### config.mk
export PLATFORM = sky130hd
export DESIGN_NAME = wifi_tx_preamble_gen
export DESIGN_NICKNAME = d
export VERILOG_FILES = /design/src/rtl/wifi_tx_preamble_gen.sv
export SDC_FILE = /design/constraint.sdc
export NUM_CORES = 1
export LEC_CHECK = 0
export CORE_UTILIZATION = 33
export DETAILED_ROUTE_END_ITERATION = 10
export MAX_ROUTING_LAYER = met4
export PLACE_DENSITY = 0.55
export SYNTH_ARGS = -nofsm -noshare
export SYNTH_HDL_FRONTEND = slang
export SYNTH_SLANG_ARGS = --single-unit
export TNS_END_PERCENT = 10
### constraint.sdc
create_clock -name clk -period 8.84 [get_ports clk]
set_input_delay 1.326 -clock clk [delete_from_list [all_inputs] [get_ports clk]]
set_output_delay 1.326 -clock clk [all_outputs]
set_load 0.02 [all_outputs]
### src/rtl/wifi_tx_preamble_gen.sv
// wifi_tx_preamble_gen: 802.11a/g short/long training preamble generator with edge windowing and ready/valid output
module wifi_tx_preamble_gen #(
  parameter int DATA_W        = 12,
  parameter int SHORT_REPEATS = 10,
  parameter int LONG_REPEATS  = 2,
  parameter int GI2_LEN       = 32
) (
  input  logic              clk,
  input  logic              reset,
  input  logic              start,
  input  logic [1:0]        mode,
  input  logic              abort,
  input  logic              out_ready,
  output logic              valid_out,
  output logic [DATA_W-1:0] pre_re,
  output logic [DATA_W-1:0] pre_im,
  output logic              busy,
  output logic              done
);
  localparam int NS = 16 * SHORT_REPEATS;
  localparam int G  = 64 - GI2_LEN;
  localparam int NL = GI2_LEN + 64 * LONG_REPEATS;
  localparam int CW = $clog2(NS + NL + 2);

  typedef enum logic [1:0] {IDLE, RUN, DONE} state_t;

  state_t          state_q, state_d;
  logic [CW-1:0]   n_q, n_d, last;
  logic [1:0]      mode_q, mode_d;
  logic [23:0]     sv, lv;
  logic            is_short, junc, half;
  int              m_i;

  function automatic logic [23:0] short_rom(input logic [3:0] k);
    case (k)
      4'd0, 4'd8:   short_rom = {12'h018, 12'h018};
      4'd1, 4'd7:   short_rom = {12'hFBC, 12'h001};
      4'd2, 4'd6:   short_rom = {12'hFF9, 12'hFD8};
      4'd3, 4'd5:   short_rom = {12'h049, 12'hFF9};
      4'd4:         short_rom = {12'h02F, 12'h000};
      4'd9, 4'd15:  short_rom = {12'h001, 12'hFBC};
      4'd10, 4'd14: short_rom = {12'hFD8, 12'hFF9};
      4'd11, 4'd13: short_rom = {12'hFF9, 12'h049};
      default:      short_rom = {12'h000, 12'h02F};
    endcase
  endfunction

  // The long symbol is conjugate-symmetric, so only indices 0..32 are stored.
  function automatic logic [23:0] long_rom(input logic [5:0] k);
    logic [5:0]  j;
    logic [23:0] v;
    j = k > 6'd32 ? 6'd0 - k : k;
    case (j)
      6'd0:    v = {12'h050, 12'h000};
      6'd1:    v = {12'hFFD, 12'hFC3};
      6'd2:    v = {12'h014, 12'hFC7};
      6'd3:    v = {12'h032, 12'h02A};
      6'd4:    v = {12'h00B, 12'h00E};
      6'd5:    v = {12'h01F, 12'hFD3};
      6'd6:    v = {12'hFC5, 12'hFE4};
      6'd7:    v = {12'hFED, 12'hFCA};
      6'd8:    v = {12'h032, 12'hFF3};
      6'd9:    v = {12'h01B, 12'h002};
      6'd10:   v = {12'h001, 12'hFC5};
      6'd11:   v = {12'hFBA, 12'hFE8};
      6'd12:   v = {12'h00C, 12'hFE2};
      6'd13:   v = {12'h01E, 12'hFF8};
      6'd14:   v = {12'hFF5, 12'h052};
      6'd15:   v = {12'h03D, 12'hFFE};
      6'd16:   v = {12'h020, 12'hFE0};
      6'd17:   v = {12'h013, 12'h032};
      6'd18:   v = {12'hFE3, 12'h014};
      6'd19:   v = {12'hFBD, 12'h021};
      6'd20:   v = {12'h02A, 12'h02F};
      6'd21:   v = {12'h024, 12'h007};
      6'd22:   v = {12'hFE1, 12'h029};
      6'd23:   v = {12'hFE3, 12'hFF5};
      6'd24:   v = {12'hFEE, 12'hFB3};
      6'd25:   v = {12'hFC2, 12'hFF7};
      6'd26:   v = {12'hFBF, 12'hFF5};
      6'd27:   v = {12'h026, 12'hFDA};
      6'd28:   v = {12'hFFE, 12'h01C};
      6'd29:   v = {12'hFD1, 12'h03B};
      6'd30:   v = {12'h02F, 12'h036};
      6'd31:   v = {12'h006, 12'h032};
      default: v = {12'hFB0, 12'h000};
    endcase
    long_rom = k > 6'd32 ? {v[23:12], 12'h000 - v[11:0]} : v;
  endfunction

  function automatic logic signed [DATA_W:0] scale(input logic [11:0] v);
    scale = $signed({{(DATA_W-11){v[11]}}, v}) <<< (DATA_W - 12);
  endfunction

  // Sum is one bit wider than the output so the junction average cannot overflow.
  function automatic logic [DATA_W-1:0] pick(input logic [11:0] s, input logic [11:0] l,
                                             input logic use_s, input logic both, input logic hv);
    logic signed [DATA_W:0] sum;
    sum  = both ? scale(s) + scale(l) : use_s ? scale(s) : scale(l);
    pick = hv ? DATA_W'(sum >>> 1) : DATA_W'(sum);
  endfunction

  assign last = mode_q == 2'b01 ? CW'(NS) : mode_q == 2'b00 ? CW'(NL) : CW'(NS + NL);

  // State, sample index and latched mode
  always_ff @(posedge clk or negedge reset) begin
    if (!reset) begin
      state_q <= IDLE;
      n_q     <= '0;
      mode_q  <= 2'b00;
    end else begin
      state_q <= state_d;
      n_q     <= n_d;
      mode_q  <= mode_d;
    end
  end

  // Next state: abort dominates, then start acceptance, then transfers
  always_comb begin
    state_d = state_q;
    n_d     = n_q;
    mode_d  = mode_q;
    if (abort) begin
      state_d = IDLE;
    end else if (state_q == IDLE && start && mode != 2'b11) begin
      state_d = RUN;
      n_d     = '0;
      mode_d  = mode;
    end else if (state_q == RUN && out_ready) begin
      n_d     = n_q + 1'b1;
      state_d = n_q == last ? DONE : RUN;
    end else if (state_q == DONE) begin
      state_d = IDLE;
    end
  end

  // Outputs: sample n is selected from the ROMs and windowed at the edges and junction
  always_comb begin
    m_i       = mode_q == 2'b10 ? int'(n_q) - NS : int'(n_q);
    sv        = short_rom(n_q[3:0]);
    lv        = long_rom(6'(m_i < GI2_LEN ? m_i + G : m_i - GI2_LEN));
    is_short  = mode_q == 2'b01 || (mode_q == 2'b10 && int'(n_q) < NS);
    junc      = mode_q == 2'b10 && int'(n_q) == NS;
    half      = n_q == '0 || n_q == last || junc;
    valid_out = state_q == RUN;
    busy      = state_q == RUN;
    done      = state_q == DONE;
    pre_re    = valid_out ? pick(sv[23:12], lv[23:12], is_short, junc, half) : '0;
    pre_im    = valid_out ? pick(sv[11:0], lv[11:0], is_short, junc, half) : '0;
  end
endmodule

# --- Word-level counts from Yosys, hierarchy flattened ---
# Memories as Yosys holds them, arrays and structs flattened.
# Index checks and enable logic that the tools add are counted.
classes:
  add_sub_neg: 8
  order_cmp: 3
  n_eq_ne: 7
  muxes: 22
  bitwise_logic: 1
  n_reduce_logical: 15
op_table:
  columns: ["op", "n"]
  rows:
  - ["2-to-1 mux 12 bit", 5]
  - ["2-to-1 mux 13 bit", 4]
  - ["2-to-1 mux 9 bit", 4]
  - ["< comparator 32 x 7 -> 1 bit (second input constant)", 1]
  - ["2-to-1 mux 32 bit", 1]
  - ["adder 12 x 12 -> 13 bit", 2]
  - ["2-to-1 mux 24 bit", 1]
  - ["2-to-1 mux 6 bit", 2]
  - ["subtractor 1 x 12 -> 12 bit (first input constant)", 1]
  - ["2-to-1 mux 2 bit", 5]
  - ["subtractor 9 x 8 -> 10 bit (second input constant)", 1]
  - ["adder 9 x 1 -> 9 bit (second input constant)", 1]
  - ["== test 9 bit", 1]
  - ["== test 9 bit (second input constant)", 1]
  - ["zero test 9 bit", 1]
  - ["< comparator 9 x 8 -> 1 bit (second input constant)", 1]
  - ["adder 6 bit (second input constant)", 1]
  - ["> comparator 6 bit (second input constant)", 1]
  - ["subtractor 1 x 6 -> 6 bit (first input constant)", 1]
  - ["subtractor 6 bit (second input constant)", 1]
  - ["logical AND 1 bit", 5]
  - ["== test 2 x 1 -> 1 bit (second input constant)", 2]
  - ["== test 2 bit (second input constant)", 2]
  - ["zero test 2 bit", 2]
  - ["6 further kinds", 9]
totals:
  register_bits: 13
  mem_bits_ro: 1152
  in_bits: 7
  elab_cells: 61
  memories: 2
mem_list:
  columns: ["name", "depth", "word_bits", "read_ports", "rd_ports_with_merged_regs", "wr", "line", "source"]
  rows:
  - ["(no name shown)", 32, 24, 1, 0, 0, "53", "case (j)"]
  - ["(no name shown)", 16, 24, 1, 0, 0, "35", "case (k)"]

# --- Depth between registers and ports, before layout ---
# An unclocked memory read counts as a cell.
depth:
  word_depth: 14
  mapped_depth: 30
  depth_no_buf: 27

# --- Worst setup path after synthesis ---
# Ideal clock, no wire load.
synth_path:
  path_type: "flip-flop to output port"
  from: "register n_q[0]"
  to: "output port pre_im[10]"
  arrival_time_ns: 6.279
  slack_ns: 1.235
  path_stages_with_launch: 31
  cell_sequence: "dfrtp_1 clkbuf_1 inv_1 ha_1 nor4b_2 buf_4 nor2_1 a21oi_1 inv_1 ha_1 clkbuf_2 mux2i_1 a32oi_1 a2111oi_1 a211oi_2 inv_1 ha_1 nor2_1 a21oi_1 fa_1 a21o_1 a21oi_1 o21bai_1 a2111o_1 a31o_2 a21oi_1 xnor2_1 a22oi_1 o31ai_4 o21ai_1 a31oi_1"
synth_between:
  elab_chain_len: 14
  elab_cells_between_ends: 28
  cone_classes: "add/sub: 6; order compare: 3; eq/ne: 2; mux: 9; reduce/logical: 6; memory: 2"
synth_rtl:
  columns: ["element", "line", "source"]
  rows:
  - ["from (decl)", "28", "logic [CW-1:0] n_q, n_d, last;"]
  - ["from (signal assigned)", "113", "n_q <= n_d;"]
  - ["subtractor 9 x 8 -> 10 bit", "139", "m_i = mode_q == 2'b10 ? int'(n_q) - NS : int'(n_q);"]
  - ["2-to-1 mux 32 bit", "139", null]
  - ["< comparator 32 x 7 -> 1 bit (tied with other cells)", "141", "lv = long_rom(6'(m_i < GI2_LEN ? m_i + G : m_i - GI2_LEN));"]
  - ["2-to-1 mux 6 bit", "141", null]
  - ["subtractor 1 x 6 -> 6 bit or > comparator 6 bit (tied branches)", "52, 88", null]
  - ["2-to-1 mux 6 bit", "52", "j = k > 6'd32 ? 6'd0 - k : k;"]
  - ["memory (32 x 24 bit)", null, null]
  - ["2-to-1 mux 24 bit", "53", null]
  - ["subtractor 1 x 12 -> 12 bit", "88", "long_rom = k > 6'd32 ? {v[23:12], 12'h000 - v[11:0]} : v;"]
  - ["2-to-1 mux 12 bit", "88", null]
  - ["adder 12 x 12 -> 13 bit or 2-to-1 mux 13 bit (tied branches)", "99", "sum = both ? scale(s) + scale(l) : use_s ? scale(s) : scale(l);"]
  - ["2-to-1 mux 13 bit", "99", null]
  - ["2-to-1 mux 12 bit (*)", "100", "pick = hv ? DATA_W'(sum >>> 1) : DATA_W'(sum);"]
  - ["2-to-1 mux 12 bit (*)", "149", "pre_im = valid_out ? pick(sv[11:0], lv[11:0], is_short, junc, half) : '0;"]
  - ["to (decl)", "16", "output logic [DATA_W-1:0] pre_im,"]
# Mark *: on every way between the ends. The rest lies on a longest branch, timed or not.

# --- Worst setup path in the final report ---
layout_path:
  from: "register n_q[1]"
  to: "output port pre_im[10]"
# The elaborated chain is that of the path after synthesis.

==> metrics.cfg <==
[status]
status = finished clean

[sta]
timing.final.crit_share_pct = 94.8
setup_violations = 0
fmax_mhz = 119
worst_slack_ns = 0.464
hold_ws_ns = 0.580
tns_ns = 0
timing.final.hold_violations = 0
maxSlewHeadroom_pct = 11.7
post-route-min-period_ns = 8.38
tightest_slew_ns = 1.29
rsz0062_at_grt = no
drv_slew = 0
fin_worst_skew_ns = 0.00126

[finish]
layout_commonest_cell = a21oi_1
final_util_pct = 38.9
fin_area_sq_um = 4750
final_cell_mix = a21oi_1 (47), nand2_1 (46), nor2_1 (44)
drive_gt1_share_pct = 13.1
fin_nets = 621
diodes = 0
syn_to_final_growth_pct = 13.4

[detailed_routing]
highest_layer = met4
dr_wl_met3_microns = 768
viasPerCell = 5.97
first_iter_violations = 416
wl_met2_mm = 6.30
drt_wl_total_mm = 13.6
vias = 4453
wl_per_cell_microns = 18.3
met1_length_mm = 6.33
antenna_left = 0
first_pass_iters = 7
drc = 0

[floorplanning]
start_util_pct = 34.3
die_area_sq_um = 13200
die_width_microns = 115
ios = 34
rows = 40
core-area_sq_um = 12200
die_y_microns = 115

[worst_setup_path]
critPathMaxStageDelay_ns = 0.62
cp-end-kind = output pin
start_kind = register
cp_data_arrival_time_ns = 7.05
crit_slowest_cell = clkdlybuf4s50_1
critPathKind = reg2out
crit_fanout = 8
cpMostUsedCell = a21oi_1
required_ns = 7.51

[yosys]
syn_inst = 567
synth_fp_nets = 609
synthArstFlopShare_pct = 100
avgSynthCellArea_sq_um = 7.39
ys_warn_count = 0
synthDistinctLibCells = 91
synth_edf_count = 0
synth_seq_cells = 13
mappedNetlistArea_sq_um = 4190
synth-main-ff-cell = dfrtp_1
synth_seq_area_share_pct = 7.76

[pwr]
power.density_nw_per_um2 = 276
vdd_drop_max_mv = 0.155
p_leak_uw = 0.00187

[placed_design]
gp_congestion = 0.978
placed_area_sq_um = 4660
port_buffers = 33
place_ws_ns = 0.722
hpwl_mm = 10.6

[clocking]
clk_latency_ns = 0.24
cts-buffers-inserted = 3
clk_pin_slew_ns = 0.04
clkSinkCount = 13
cts_tree = yes
h-tree-depth = 1
clockBufferDepth = 2
post_cts_buffers = 0
root_buffer = clkbuf_16

[grt]
grt_pass1_wl_mm = 21.7
grt_max_degree = 24
grt_overflow = 0
grt_pass1_vias = 4012
antenna_found_initial = 0
track_usage_pct = 21.2

[flow_run]
drv_cap = 0

[hold_path]
holdCritPathClass = reg2reg

==> routing by layer <==
layer	up-vias	GRT usage, %
met3	12	1.11
met5	-	-
li1	2144	-
met2	169	33.7
met4	0	4.07
met1	2128	29.8
==> cell type report <==
cell class                      count  area (sq um)
Sequential cell                    13           325
Fill cell                        1294          7460
Clock buffer                        4          78.8
Timing Repair Buffer               55           495
Tap cell                          168           210
Inverter                           29           109
Multi-Input combinational cell    477          3530
==> Yosys cell counts, types with 4 or more instances <==
master | instances | area, sq um
mux2_2 | 4 | 45.0
buf_6 | 5 | 56.3
a211o_1 | 5 | 43.8
a21o_1 | 7 | 52.6
xnor2_1 | 24 | 210
a211oi_2 | 4 | 50.1
inv_1 | 28 | 105
buf_2 | 9 | 45.0
o21ai_0 | 35 | 175
o211ai_1 | 5 | 37.5
xor2_1 | 9 | 78.8
or3_1 | 5 | 31.3
a211oi_1 | 16 | 120
a21oi_1 | 47 | 235
dfrtp_1 | 13 | 325
nor3_1 | 9 | 45.0
a221oi_2 | 4 | 60.1
buf_4 | 6 | 45.0
mux2i_1 | 13 | 130
ha_1 | 33 | 413
o21bai_1 | 5 | 37.5
clkbuf_1 | 26 | 97.6
o221ai_1 | 4 | 35.0
nand2_1 | 46 | 173
nand2b_1 | 6 | 37.5
and2_1 | 6 | 37.5
and3_1 | 9 | 56.3
nor4_1 | 5 | 31.3
o21a_1 | 7 | 52.6
nor2_1 | 44 | 165
nor2b_1 | 5 | 31.3
nand3_1 | 14 | 70.1
o21ai_1 | 8 | 40.0
a31oi_1 | 14 | 87.6
==> power by group <==
part	switching, uW	internal, uW
Sequential	5.56	64.3
Combinational	691	466
Clock	23.2	60.7
==> cell families (layout without fill, tap and decap cells) <==
kind of cell	count (synthesis)	after routing	share of synthesized area, %
AOI/OAI and AO/OA	213	213	37.4
muxes	20	20	5.61
DFF	13	13	7.76
xor gates and xnor gates	35	35	7.67
and+or+nand+nor	174	174	22.1
adders and majority gates	35	35	10.8
buffers and inverters	77	88	8.63
==> registers in the layout, summed over array words and instances (netlist names) <==
signal and flops:
state_q 2, n_q 9, mode_q 2
==> final timing paths <==
check / from / to / slack [ns] / cells after the start
min reg2reg: state_q[1]$_DFFE_PN0P_ / state_q[1]$_DFFE_PN0P_ / 0.58 / 1
max in group asynchronous: reset / n_q[8]$_DFFE_PN0P_ / 6.98 / 1
min in group asynchronous: reset / n_q[7]$_DFFE_PN0P_ / 1.47 / 1
max reg2reg: state_q[1]$_DFFE_PN0P_ / n_q[7]$_DFFE_PN0P_ / 6.10 / 8
min: state_q[1]$_DFFE_PN0P_ / state_q[1]$_DFFE_PN0P_ / 0.58 / 1
max: n_q[1]$_DFFE_PN0P_ / pre_im[10] / 0.46 / 29
==> per-stage QoR <==
step	total power (uW)	cells
3_3_place_gp	1190	742
3_5_place_dp	1200	742
2_1_floorplan	924	567
6_report	1310	746
4_1_cts	1290	746
5_1_grt	1410	746
==> what timing repair did <==
action                                  4_1_cts  5_1_grt
endpoints found under the setup margin        0        2
hold buffers                                  0        0
resized for setup                             0        2
==> critical path, delay by kind of cell, from the launching register on <==
family                     cells  cell delay [ns]
and+or+nand+nor                3             0.43
adders and majority gates      4             1.34
xor gates and xnor gates       1             0.15
AOI/OAI and AO/OA             15             3.05
buffers and inverters          6             1.46
DFF                            1             0.37
Note: power is estimated with default switching activity, not from simulation.
